**src/rtl/ofswitch_stats_axi_responder.sv**
```systemverilog
`default_nettype none
// ============================================================================
// Module   : ofswitch_stats_axi_responder
// Function : Passive AXI-Stream tap counting per-port packets, bytes and
//            last-arrival time, with a 64-bit free-running timestamp, all
//            exposed through a read-only AXI4-Lite slave.
// Revision : 1.0 - initial release
// ============================================================================
module ofswitch_stats_axi_responder #(
  parameter logic [31:0] C_BASE_ADDR      = 32'hC000_0000,
  parameter logic [31:0] C_HIGH_ADDR      = 32'hCFFF_FFFF,
  parameter int          C_NUM_PORTS      = 8,
  // Reset values of the timestamp and byte counters; zero in normal use,
  // non-zero values let wrap-around behaviour be exercised quickly.
  parameter logic [63:0] C_TS_RESET       = 64'd0,
  parameter logic [31:0] C_BYTE_CNT_RESET = 32'd0
) (
  input  logic        clk,
  input  logic        reset,
  input  logic        mon_tvalid,
  input  logic        mon_tready,
  input  logic        mon_tlast,
  input  logic [2:0]  mon_tuser_in_port,
  input  logic [13:0] mon_tuser_packet_length,
  input  logic        s_axi_arvalid,
  output logic        s_axi_arready,
  input  logic [31:0] s_axi_araddr,
  input  logic [2:0]  s_axi_arprot,
  output logic        s_axi_rvalid,
  input  logic        s_axi_rready,
  output logic [31:0] s_axi_rdata,
  output logic [1:0]  s_axi_rresp
);

  localparam logic [1:0] RESP_OKAY   = 2'b00;
  localparam logic [1:0] RESP_SLVERR = 2'b10;
  localparam logic [1:0] RESP_DECERR = 2'b11;

  typedef enum logic [1:0] {
    ST_RST  = 2'd0,
    ST_IDLE = 2'd1,
    ST_RESP = 2'd2
  } state_t;

  state_t      state;
  state_t      state_nxt;

  logic        beat;
  logic        sop;
  logic [31:0] pkt_cnt   [8];
  logic [31:0] byte_cnt  [8];
  logic [31:0] last_time [8];
  logic [63:0] ts;
  logic [31:0] ts_hi_shadow;

  logic        accept;
  logic [31:0] off;
  logic        in_window;
  logic [2:0]  port_sel;
  logic [1:0]  word_sel;
  logic [31:0] rd_data;
  logic [1:0]  rd_resp;
  logic        rd_ts_lo;
  logic        unused_inputs;

  assign beat      = mon_tvalid & mon_tready;
  assign accept    = s_axi_arvalid & s_axi_arready;
  assign off       = s_axi_araddr - C_BASE_ADDR;
  assign in_window = (s_axi_araddr >= C_BASE_ADDR) && (s_axi_araddr <= C_HIGH_ADDR);
  assign port_sel  = off[6:4];
  assign word_sel  = off[3:2];

  assign unused_inputs = ^{s_axi_arprot, off[1:0]};

  // Start-of-packet tracker: the beat after a tlast beat opens a new packet.
  always_ff @(posedge clk) begin
    if (reset) begin
      sop <= 1'b1;
    end else if (beat) begin
      sop <= mon_tlast;
    end
  end

  // Per-port counters, updated on the first beat of each packet only.
  always_ff @(posedge clk) begin
    if (reset) begin
      for (int i = 0; i < 8; i++) begin
        pkt_cnt[i]   <= 32'd0;
        byte_cnt[i]  <= C_BYTE_CNT_RESET;
        last_time[i] <= 32'd0;
      end
    end else if (beat && sop) begin
      for (int i = 0; i < 8; i++) begin
        if ((i < C_NUM_PORTS) && (mon_tuser_in_port == 3'(i))) begin
          pkt_cnt[i]   <= pkt_cnt[i] + 32'd1;
          byte_cnt[i]  <= byte_cnt[i] + {18'd0, mon_tuser_packet_length};
          last_time[i] <= ts[31:0];
        end
      end
    end
  end

  // Free-running timestamp.
  always_ff @(posedge clk) begin
    if (reset) begin
      ts <= C_TS_RESET;
    end else begin
      ts <= ts + 64'd1;
    end
  end

  // Address decode and read-data mux, evaluated against current counter values.
  always_comb begin
    rd_data  = 32'd0;
    rd_resp  = RESP_OKAY;
    rd_ts_lo = 1'b0;
    if (!in_window) begin
      rd_resp = RESP_DECERR;
    end else if (off[31:2] == 30'h0000_4004) begin
      rd_data  = ts[31:0];
      rd_ts_lo = 1'b1;
    end else if (off[31:2] == 30'h0000_4005) begin
      rd_data = ts_hi_shadow;
    end else if (!off[16] && (off[15:7] == 9'd0)) begin
      if (32'(port_sel) >= C_NUM_PORTS) begin
        rd_resp = RESP_SLVERR;
      end else begin
        case (word_sel)
          2'd0:    rd_data = pkt_cnt[port_sel];
          2'd1:    rd_data = byte_cnt[port_sel];
          2'd2:    rd_data = last_time[port_sel];
          default: rd_data = 32'd0;
        endcase
      end
    end else begin
      rd_resp = RESP_SLVERR;
    end
  end

  // Response capture at AR accept; the timestamp high word is shadowed on a
  // low-word read so a lo/hi pair reads a coherent 64-bit value.
  always_ff @(posedge clk) begin
    if (reset) begin
      s_axi_rdata  <= 32'd0;
      s_axi_rresp  <= RESP_OKAY;
      ts_hi_shadow <= 32'd0;
    end else if (accept) begin
      s_axi_rdata <= rd_data;
      s_axi_rresp <= rd_resp;
      if (rd_ts_lo) begin
        ts_hi_shadow <= ts[63:32];
      end
    end
  end

  // FSM state register.
  always_ff @(posedge clk) begin
    if (reset) begin
      state <= ST_RST;
    end else begin
      state <= state_nxt;
    end
  end

  // FSM next-state and handshake outputs.
  always_comb begin
    state_nxt     = state;
    s_axi_arready = 1'b0;
    s_axi_rvalid  = 1'b0;
    case (state)
      ST_RST: begin
        state_nxt = ST_IDLE;
      end
      ST_IDLE: begin
        s_axi_arready = 1'b1;
        if (s_axi_arvalid) begin
          state_nxt = ST_RESP;
        end
      end
      ST_RESP: begin
        s_axi_rvalid = 1'b1;
        if (s_axi_rready) begin
          state_nxt = ST_IDLE;
        end
      end
      default: begin
        state_nxt = ST_RST;
      end
    endcase
  end

endmodule
`default_nettype wire
```
**config.mk**
```make
export PLATFORM = sky130hd
export DESIGN_NAME = ofswitch_stats_axi_responder
export DESIGN_NICKNAME = d
export VERILOG_FILES = /design/src/rtl/ofswitch_stats_axi_responder.sv
export SDC_FILE = /design/constraint.sdc
export NUM_CORES = 2
export LEC_CHECK = 0
export ABC_AREA = 0
export CORE_ASPECT_RATIO = 1.25
export CORE_MARGIN = 2
export CORE_UTILIZATION = 25
export DETAILED_ROUTE_END_ITERATION = 10
export SETUP_SLACK_MARGIN = 0.02
export SYNTH_ARGS = -nofsm -noshare
export SYNTH_HDL_FRONTEND = slang
export SYNTH_SLANG_ARGS = --single-unit
```
**constraint.sdc**
```tcl
create_clock -name clk -period 9.3 [get_ports clk]
set_input_delay 1.86 -clock clk [delete_from_list [all_inputs] [get_ports clk]]
set_output_delay 1.86 -clock clk [all_outputs]
set_load 0.02 [all_outputs]
```
==> results by group <==
Run status
  • Outcome: finished, final reports clean

Clock tree
  • Total CTS buffers: between 80 and 90
  • Clock latency on the worst-skew pair: 0.73 ns
  • TritonCTS clock tree: yes
  • CTS resizes: 0
  • Root buf cell: clkbuf_16
  • Clock Pin Slew Worst Setup and Hold Paths: 0.07 ns
  • # hold bufs at CTS: 0
  • Longest Clk Path Bufs: 3
  • H-tree levels: 3
  • Clock Sinks: 901
  • Setup Buffers After CTS: 0

Routing
  • WL/cell: between 20 and 25 um
  • Pre-antenna DRT Iters: 6
  • Via count: roughly 36,000
  • Post-Route WL: between 100,000 and 150,000 um
  • Via/cell ratio: between 4 and 5
  • DRC: 0
  • DRT antenna net count: 0
  • Starting DRT DRC Count: between 3,000 and 4,000

Cells and area
  • # nets final: about 4,700
  • Finished Cell Area: approximately 57,000 sq um
  • Final Non-Filler Cells: approximately 7,200
  • Area Overhead vs Synth: 13.4%
  • Fin util: 28.6%
  • Fraction of layout cells with a size suffix above 1: 9.65%

Critical path
  • Reg-to-reg critical path endpoint: byte_cnt[6][30]$_SDFFCE_PP0P_
  • CP arrival: 5.57 ns
  • R2r setup slk: 5.71 ns
  • Worst setup EP type: flip-flop
  • Reg2Reg Depth: 10
  • Setup crit start kind: input pin
  • Data required time of the worst path: 9.74 ns
  • Worst r2r src: byte_cnt[6][0]$_SDFFCE_PP0P_
  • CP Max Fanout: 9
  • Critical path class: in -> reg

Yosys
  • Synth top area share: 46.0%
  • Syn nets: between 4,000 and 5,000
  • Synth Area per Inst: 11.2 sq um
  • Yosys warnings: 0
  • Top cell type by total area after synthesis: edfxtp_1
  • Yosys reg bits: around 900
  • Yosys cell types: 90
  • Number of synthesized flops with an enable pin: between 700 and 800
  • Main synth FF type: edfxtp_1
  • Cells after Synth: 4,487
  • Ys async rst share: 0%
  • Mapped Area: about 50,000 sq um
  • Sequential fraction of the synthesis area: 51.3%
  • Largest cells by area after synthesis: edfxtp_1 46%, mux4_2 8.6%, nor2_1 5.8%

GRT
  • Tot GR Track Use: 14.0%
  • Largest net degree at the start of global routing: 101
  • First-pass GRT wire length: around 220,000 um
  • GR Overflow Total: 0
  • Vias in the first global route: 35,200
  • Initial antenna violation count: 4

Place
  • Placed Cells: approximately 7,000
  • DPL Wire Length: around 100,000 um
  • I/O Buffers: just under 90
  • Routability cong.: 0.887
  • Worst slack, placed: about 3.5 ns
  • Instance area at placement: ~54,000 sq um

Hold path
  • Hold endpoint: ts_hi_shadow[29]$_SDFFE_PP0P_
  • WHS Path Cells: 2
  • Hold Startpoint: ts_hi_shadow[29]$_SDFFE_PP0P_
  • Worst hold path class: reg -> reg

Timing
  • Final Hold Vio Count: 0
  • # setup viols final: 0
  • Unrepaired setup endpoints after global routing: false
  • Minimum clock period: 5.13 ns
  • Normalized max-slew margin: 17.3%
  • Worst Clk Skew: roughly 0.043 ns
  • Worst slew pin tran: between 1 and 1.5 ns
  • Setup TNS: 0 ns
  • Max Freq: 0.195 GHz
  • Final worst-path cycle share: a little under three fifths
  • Pins Over Slew Limit: 0
  • Final worst setup slack: 4.17 ns

Floorplan
  • Die Span X: between 400 and 500 um
  • Core Footprint: roughly 200,000 sq um
  • Starting Density: 25.2%
  • I/O Pins: between 90 and 100
  • # rows: 183
  • Die Ht: 505 um
  • Die ar.: 204,000 sq um

Power and ir drop
  • LEAKAGE: 19.1 nW
  • P per Cell Area: roughly 170 nW/um^2
  • IR drop worst, VDD: 0.164 mV

Run
  • Max-Cap Viols: 0
-- flip-flops by register name, indices dropped and copies added, names as in the netlist --
name and flops:
s_axi_rresp 2, byte_cnt 256, sop 1, ts 64, pkt_cnt 256, ts_hi_shadow 32, s_axi_rdata 32, state 2
last_time 256
-- per-stage QoR --
step,hold slack (ns),total power (W)
after detailed placement,0.446,0.00587
after global placement,0.438,0.00585
after global routing,0.473,0.00980
after floorplan,0.437,0.00549
final,0.454,0.00951
after CTS,0.456,0.00957
-- kinds of logic (layout without fill, tap and decap cells) --
logic type	Yosys count	after routing	synth area share, %
AO/OA/AOI/OAI	629	629	7.79
XOR/XNOR	448	448	7.83
adder cells (fa/ha/maj)	129	129	3.34
buffers and inverters	304	389	2.37
flip-flops	901	901	51.3
multiplexers	290	290	10.6
other	0	1	0
AND/OR/NAND/NOR	1786	1786	16.7
-- critical path, cell delays in order --
cell and delay (ns):
clkdlybuf4s50_1 0.66, ha_1 0.37, fa_1 0.43, a211oi_1 0.46, o211ai_1 0.22, a41o_1 0.32, a221oi_2 0.62, nand2b_1 0.34
nor2_1 0.09, xnor2_1 0.15, nor2_1 0.05
-- synth_stat cells, types with 52 or more instances --
master	instances
inv_1	88
clkbuf_1	159
nor3_1	56
a21o_1	53
mux4_2	192
mux2i_1	83
edfxtp_1	768
xnor2_1	145
a21oi_1	168
or3_1	73
nand2b_1	59
xor2_1	303
dfxtp_1	133
nor2_1	776
o21ai_0	184
nand3_1	165
o22ai_1	52
ha_1	121
and3_1	86
nand2_1	310
nand4_1	84
-- routing by layer --
layer  vias up  share of wire, %  GRT usage (%)
met3       302               6.2           2.28
li1      16500                 -              -
met2      1160                48           23.7
met4         0               5.9           8.15
met1     17800                40           16.8
met5         -                 0              0
-- how the worst max path moves through the flow --
stage / from / endpoint / slack [ns] / depth (start not counted)
final: mon_tuser_packet_length[0] / byte_cnt[6][30]$_SDFFCE_PP0P_ / 4.17 / 11
after floorplan: mon_tuser_in_port[0] / byte_cnt[6][0]$_SDFFCE_PP0P_ / 2.13 / 3
after CTS: mon_tuser_packet_length[0] / byte_cnt[6][28]$_SDFFCE_PP0P_ / 4.22 / 11
after global placement: mon_tuser_packet_length[0] / byte_cnt[6][26]$_SDFFCE_PP0P_ / 3.42 / 11
after detailed placement: mon_tuser_packet_length[0] / byte_cnt[6][30]$_SDFFCE_PP0P_ / 3.48 / 11
after global routing: mon_tuser_packet_length[0] / byte_cnt[6][28]$_SDFFCE_PP0P_ / 3.88 / 11
-- where the power goes --
part	leakage [nW]	total [W]	internal, W	switching [W]
combinational	8.67	0.00109	0.000433	0.000652
sequential	9.01	0.00471	0.00456	0.000148
clock	1.42	0.00372	0.00201	0.00171
-- placed cells by master, fill, tap and decap left out, drive strengths merged, types with 19 or more instances in the layout --
master | netlist | routed
edfxtp | 768 | 768
o21a | 19 | 19
mux4 | 192 | 192
o21ai | 185 | 185
and3 | 86 | 86
a22oi | 32 | 32
clkbuf | 160 | 125
clkinv | 0 | 28
ha | 121 | 121
nor3 | 58 | 58
mux2i | 83 | 83
nor2 | 778 | 778
a211oi | 22 | 22
and2 | 41 | 41
a21oi | 169 | 169
clkdlybuf4s50 | 0 | 85
buf | 56 | 53
nand3 | 167 | 167
nand4 | 85 | 85
xor2 | 303 | 303
nand2 | 311 | 311
xnor2 | 145 | 145
a21o | 53 | 53
or3 | 73 | 73
inv | 88 | 92
dfxtp | 133 | 133
nor2b | 45 | 45
o22ai | 52 | 52
and4 | 31 | 31
nand2b | 59 | 59
-- cell type report --
cell class / count / area (sq um)
Fill cell: 20400 / 142000
Inverter: 88 / 330
Clock inverter: 38 / 405
Timing Repair Buffer: 138 / 1300
Clock buffer: 125 / 2540
Antenna cell: 1 / 2.50
Multi-Input combinational cell: 3282 / 23300
Sequential cell: 901 / 25700
Tap cell: 2590 / 3240
No activity file was read; power rests on OpenSTA's default activity.
